--- config.mk ---
export PLATFORM = sky130hd
export DESIGN_NAME = dtw_ctrl
export DESIGN_NICKNAME = d
export VERILOG_FILES = /design/src/rtl/dtw_pkg.sv /design/src/rtl/dtw_ctrl.sv
export SDC_FILE = /design/constraint.sdc
export NUM_CORES = 1
export LEC_CHECK = 0
export CAP_MARGIN = 40
export CORE_ASPECT_RATIO = 0.6
export CORE_MARGIN = 4
export CORE_UTILIZATION = 25
export CTS_BUF_LIST = sky130_fd_sc_hd__clkbuf_8
export CTS_CLUSTER_DIAMETER = 40
export CTS_CLUSTER_SIZE = 12
export DETAILED_ROUTE_END_ITERATION = 16
export SYNTH_ARGS = -nofsm -noshare
export SYNTH_HDL_FRONTEND = slang
export SYNTH_SLANG_ARGS = --single-unit
export TNS_END_PERCENT = 5
--- constraint.sdc ---
create_clock -name clk -period 4.6 [get_ports clk]
set_input_delay 0.46 -clock clk [delete_from_list [all_inputs] [get_ports clk]]
set_output_delay 0.46 -clock clk [all_outputs]
set_load 0.01 [all_outputs]
--- src/rtl/dtw_pkg.sv ---
// Shared definitions for the DTW systolic-array controller: select encodings and FSM states.
package dtw_pkg;

  typedef enum logic [1:0] {
    StIdle,
    StLoad,
    StRun,
    StFin
  } dtw_state_e;

  localparam logic [1:0] SelHold = 2'b00;
  localparam logic [1:0] SelExt  = 2'b01;
  localparam logic [1:0] SelNbr  = 2'b10;
  localparam logic [1:0] SelClr  = 2'b11;

endpackage

--- src/rtl/dtw_ctrl.sv ---
// Tile sequencer for an N_PE-wide DTW systolic array: loads T rows per tile, then streams R.
// Optional busy/stall performance counters are enabled with DTW_CTRL_PERF_EN.
module dtw_ctrl
  import dtw_pkg::*;
#(
  parameter int unsigned N_PE = 6,
  parameter int unsigned DW   = 30,
  parameter int unsigned LW   = 12
) (
  input  logic                clk,
  input  logic                rst,
  input  logic                start,
  input  logic [LW-1:0]       t_len,
  input  logic [LW-1:0]       r_len,
  input  logic [DW-1:0]       t_data,
  input  logic                t_valid,
  output logic                t_ready,
  input  logic [DW-1:0]       r_data,
  input  logic                r_valid,
  output logic                r_ready,
  output logic                sa_ena,
  output logic [DW-1:0]       sa_T,
  output logic [DW-1:0]       sa_R,
  output logic [2*N_PE-1:0]   sa_tsrc,
  output logic [2*N_PE-1:0]   sa_rsrc,
  output logic [N_PE-1:0]     pe_active,
  output logic [LW-1:0]       row_base,
  output logic [LW-1:0]       col_idx,
  output logic                busy,
  output logic                done
`ifdef DTW_CTRL_PERF_EN
  ,
  output logic [31:0]         perf_cyc,
  output logic [31:0]         perf_stall
`endif
);

  // One extra index bit so row_base + N_PE and the skew-tail count never wrap.
  localparam int unsigned IW = LW + 1;
  localparam logic [IW-1:0] NPe = IW'(N_PE);

  dtw_state_e    state_q;
  logic [IW-1:0] t_len_q, r_len_q, row_base_q, slot_q, c_q;
  logic [IW-1:0] slot_row, c_last, next_base;
  logic          slot_real, in_body;

  always_comb begin
    slot_row  = row_base_q + slot_q;
    slot_real = slot_row < t_len_q;
    c_last    = r_len_q + NPe - IW'(2);
    in_body   = c_q < r_len_q;
    next_base = row_base_q + NPe;
  end

  always_comb begin
    t_ready   = 1'b0;
    r_ready   = 1'b0;
    sa_ena    = 1'b0;
    sa_T      = '0;
    sa_R      = '0;
    sa_tsrc   = '0;
    sa_rsrc   = '0;
    pe_active = '0;
    col_idx   = '0;
    unique case (state_q)
      StLoad: begin
        for (int k = 0; k < int'(N_PE); k++) begin
          if (slot_q == IW'(k)) begin
            sa_tsrc[2*(int'(N_PE)-1-k) +: 2] = slot_real ? (t_valid ? SelExt : SelHold) : SelClr;
          end
        end
        if (slot_real) begin
          t_ready = 1'b1;
          sa_ena  = t_valid;
          sa_T    = t_valid ? t_data : '0;
        end else begin
          sa_ena = 1'b1;
        end
      end
      StRun: begin
        for (int k = 0; k < int'(N_PE); k++) begin
          sa_rsrc[2*(int'(N_PE)-1-k) +: 2] = (k == 0) ? (in_body ? SelExt : SelClr) : SelNbr;
        end
        if (in_body) begin
          r_ready = 1'b1;
          col_idx = c_q[LW-1:0];
          sa_ena  = r_valid;
          sa_R    = r_data;
        end else begin
          sa_ena = 1'b1;
        end
        // PE k sees column c-k of its row; inactive before the wavefront, after it, or on padding.
        for (int k = 0; k < int'(N_PE); k++) begin
          pe_active[k] = sa_ena && (c_q >= IW'(k)) && (c_q < IW'(k) + r_len_q) &&
                         ((row_base_q + IW'(k)) < t_len_q);
        end
      end
      default: ;
    endcase
  end

  always_ff @(posedge clk or posedge rst) begin
    if (rst) begin
      state_q    <= StIdle;
      t_len_q    <= '0;
      r_len_q    <= '0;
      row_base_q <= '0;
      slot_q     <= '0;
      c_q        <= '0;
    end else begin
      unique case (state_q)
        StIdle: begin
          if (start) begin
            t_len_q    <= {1'b0, t_len};
            r_len_q    <= {1'b0, r_len};
            row_base_q <= '0;
            slot_q     <= '0;
            c_q        <= '0;
            state_q    <= ((t_len == '0) || (r_len == '0)) ? StFin : StLoad;
          end
        end
        StLoad: begin
          if (sa_ena) begin
            if (slot_q == NPe - IW'(1)) begin
              slot_q  <= '0;
              c_q     <= '0;
              state_q <= StRun;
            end else begin
              slot_q <= slot_q + IW'(1);
            end
          end
        end
        StRun: begin
          if (sa_ena) begin
            if (c_q == c_last) begin
              c_q        <= '0;
              row_base_q <= next_base;
              state_q    <= (next_base < t_len_q) ? StLoad : StFin;
            end else begin
              c_q <= c_q + IW'(1);
            end
          end
        end
        StFin: begin
          row_base_q <= '0;
          state_q    <= StIdle;
        end
        default: state_q <= StIdle;
      endcase
    end
  end

  assign row_base = row_base_q[LW-1:0];
  assign busy     = (state_q != StIdle);
  assign done     = (state_q == StFin);

`ifdef DTW_CTRL_PERF_EN
  logic [31:0] perf_cyc_q, perf_stall_q;

  always_ff @(posedge clk or posedge rst) begin
    if (rst) begin
      perf_cyc_q   <= '0;
      perf_stall_q <= '0;
    end else if (state_q == StIdle) begin
      if (start) begin
        perf_cyc_q   <= '0;
        perf_stall_q <= '0;
      end
    end else begin
      if (perf_cyc_q != '1) perf_cyc_q <= perf_cyc_q + 32'd1;
      if ((state_q == StRun) && !sa_ena && (perf_stall_q != '1)) begin
        perf_stall_q <= perf_stall_q + 32'd1;
      end
    end
  end

  assign perf_cyc   = perf_cyc_q;
  assign perf_stall = perf_stall_q;
`endif

endmodule
==> impl_metrics.json <==
{
  "netlist_top_cells_area": "ha_1 25%, dfrtp_1 17%, xnor2_1 8.3%",
  "setup_ws_ps": 26.8,
  "via_per_inst": 5.07,
  "cp-start-kind": "register",
  "synthesis.area_sq_um": 9480,
  "die_x_microns": 259,
  "initial_utilization_pct": 25.7,
  "pre_cts_ws_ps": -74.1,
  "peakVddDrop_mv": 0.257,
  "grt_usage_pct": 16.7,
  "most-common-layout-cells": "186 x ha_1, 156 x clkdlybuf4s50_1, 90 x xnor2_1, 86 x o21ai_0, 76 x and2_1",
  "outcome": "finished, final reports clean",
  "core_sq_um": 36900,
  "dp.cells": 1856,
  "hpwl_microns": 29200,
  "holdWs_ps": 389,
  "cts-htree-levels": 3,
  "critical_path.max_fanout": 8,
  "ys_ff_latch": 64,
  "max-slew-margin-rel_pct": 53.9,
  "crit_type": "register to output pin",
  "cp.arrival_ps": 4110,
  "max_cap_viol_count": 0,
  "critPathCaptureType": "output pin",
  "final.min_clock_period_ps": 4570,
  "p_sw_mw": 2.85,
  "finalWirelength_microns": 35100,
  "antenna_left": 0,
  "synth_top_area_cell": "ha_1",
  "syn_inst": 1152,
  "drt_pre_antenna_iters": 6,
  "worst_skew_pair.late_latency_ps": 410,
  "synth_warnings": 0,
  "hp-class": "input pin to asynchronous set/reset pin",
  "synth_edf_count": 0,
  "num_rows": 54,
  "p_int_mw": 2.83,
  "wl_per_cell_microns": 18.7,
  "final_common_cell": "ha_1",
  "dieArea_sq_um": 41200,
  "drc": 0,
  "seqPwrFrac_pct": 16.0,
  "final_nets": 1647,
  "drive_gt1_share_pct": 13.0,
  "io_buffer_count": 201,
  "cts_tree": "built",
  "period_share_pct": 99.4,
  "async_flop_share_pct": 100,
  "die_h_microns": 159,
  "clock-sinks": 64,
  "worstMarginPinSlew_ps": 684,
  "antenna_found_initial": 0,
  "syn_avg_cell_area_sq_um": 8.23,
  "clk_path_buf_depth": 2,
  "yosysTopAreaCellShare_pct": 25.5,
  "hold_viol": 0,
  "grt_pass1_vias": 9227,
  "rsz0062_at_grt": "yes",
  "clock_power_share_pct": 11.2,
  "p_leak_nw": 6.02,
  "required_ps": 4140,
  "area_growth_pct": 33.2,
  "grt_pass1_wl_microns": 54200,
  "gr-total-overflow": 0,
  "ys_seq_area_share_pct": 16.9,
  "grt_max_degree": 36,
  "synthFlopType": "dfrtp_1",
  "regToRegSetupSlack_ps": 510,
  "ios": 208,
  "numCtsBuffers": 9,
  "pwr-share-comb_pct": 72.8,
  "num_vias": 9497,
  "cts_hold_buf": 0,
  "gp_congestion": 0.992,
  "p_per_area_nw_per_um2": 450,
  "ys_types": 67,
  "max_freq_mhz": 219,
  "setup_viol": 0,
  "drt_iter0_drc": 919,
  "swShare_pct": 50.1,
  "ctsRootBufferMaster": "clkbuf_8",
  "instances_no_fill": 1875,
  "finalClockSkew_ps": 20.4,
  "maxSlewViolCount": 0,
  "clk_pin_slew_ps": 90
}
==> kinds of logic (layout without fill, tap and decap cells) <==
logic type | after synthesis | count (layout) | synth area share [%]
simple gates | 368 | 368 | 21.1
compound gates | 262 | 262 | 17.5
mux | 27 | 27 | 3.19
buf+inv | 134 | 347 | 6.27
fa+ha+maj | 193 | 193 | 25.5
flops | 64 | 64 | 16.9
xor+xnor | 103 | 103 | 9.51
other cells | 1 | 7 | 0.0396
==> synth_stat cells, drive strengths merged (3+ instances only) <==
master   number
nor4         17
nand3        52
a211o         4
a21o         28
a31oi         9
clkinv        3
nor2b        25
a21oi        60
o21a         11
nor2         54
or3           5
inv          61
and2         76
xnor2        90
ha          193
o211ai        8
mux2         26
nor3         13
xor2         13
a2111oi       3
o21ai        88
clkbuf       42
nand2b       21
a211oi       13
dfrtp        64
o31ai        16
buf          28
nand2        52
or4           3
o21bai        4
nand4        21
and3         20
==> registers in the layout (all words and copies together), names as in the netlist <==
register    flops
row_base_q     12
t_len_q        12
state_q         2
c_q            13
slot_q         13
r_len_q        12
==> worst paths after layout <==
check                                     startpoint                 endpoint  cells after the start
max in group asynchronous                        rst       c_q[5]$_DFFE_PP0P_                      3
max reg2reg                row_base_q[2]$_DFFE_PP0P_       c_q[2]$_DFFE_PP0P_                     19
min                                              rst  r_len_q[11]$_DFFE_PP0P_                      2
max                           r_len_q[5]$_DFFE_PP0P_             pe_active[1]                     15
min reg2reg                   t_len_q[8]$_DFFE_PP0P_   t_len_q[8]$_DFFE_PP0P_                      1
min in group clk              t_len_q[8]$_DFFE_PP0P_   t_len_q[8]$_DFFE_PP0P_                      1
==> metrics by stage <==
step	total power [mW]	cell area [sq um]	setup TNS, ps	util, %
4_1_cts	5.64	12600	0	34.2
2_1_floorplan	3.43	9500	0	-
3_3_place_gp	4.87	12300	0	33.3
3_5_place_dp	4.97	12300	-1690	33.4
6_report	5.68	12600	0	34.2
5_1_grt	6.17	12600	-559	34.2
==> power by group through the flow <==
stage	clock network (mW)	registers [mW]	logic (mW)
after floorplan	0	0.837	2.59
after global placement	0	0.894	3.97
after detailed placement	0	0.904	4.06
after CTS	0.647	0.896	4.09
after global routing	0.662	0.925	4.58
final	0.635	0.907	4.14
==> layout make-up <==
type | count | area, sq um
well taps | 504 | 631
inverters | 64 | 244
multi-input cells | 959 | 7440
clock inverters | 7 | 113
repair buffers | 267 | 2470
clock buffers | 9 | 124
flip-flops and latches | 64 | 1610
fillers | 3872 | 24300
diodes | 1 | 2.50
==> what timing repair did <==
action,4_1_cts,5_1_grt
cloned,0,0
setup buffers,1,1
setup endpoints to repair,46,49
resized for setup,46,86
pin swaps,5,2
==> routing by layer <==
| layer | GRT usage, % | share of wire, % | wire (microns) | up-vias |
|---|---|---|---|---|
| met1 | 25.6 | 49 | 17400 | 4514 |
| met2 | 22.2 | 38 | 13300 | 431 |
| met4 | 3.04 | 1.2 | 433 | 0 |
| li1 | - | - | - | 4527 |
| met5 | 0 | 0 | 0 | - |
| met3 | 5.86 | 11 | 3990 | 25 |
==> critical path: stages (launching register included) <==
cell	delay [ps]
dfrtp_1	470
inv_2	170
nor4_1	300
nand2_1	160
nor3_1	240
nand3_1	160
nor2_1	160
xnor2_1	150
ha_1	270
nand4_1	130
o21ai_0	110
a21oi_1	190
o311ai_0	210
nor4_1	260
buf_4	190
clkdlybuf4s50_1	530
No activity file was read; power rests on OpenSTA's default activity.
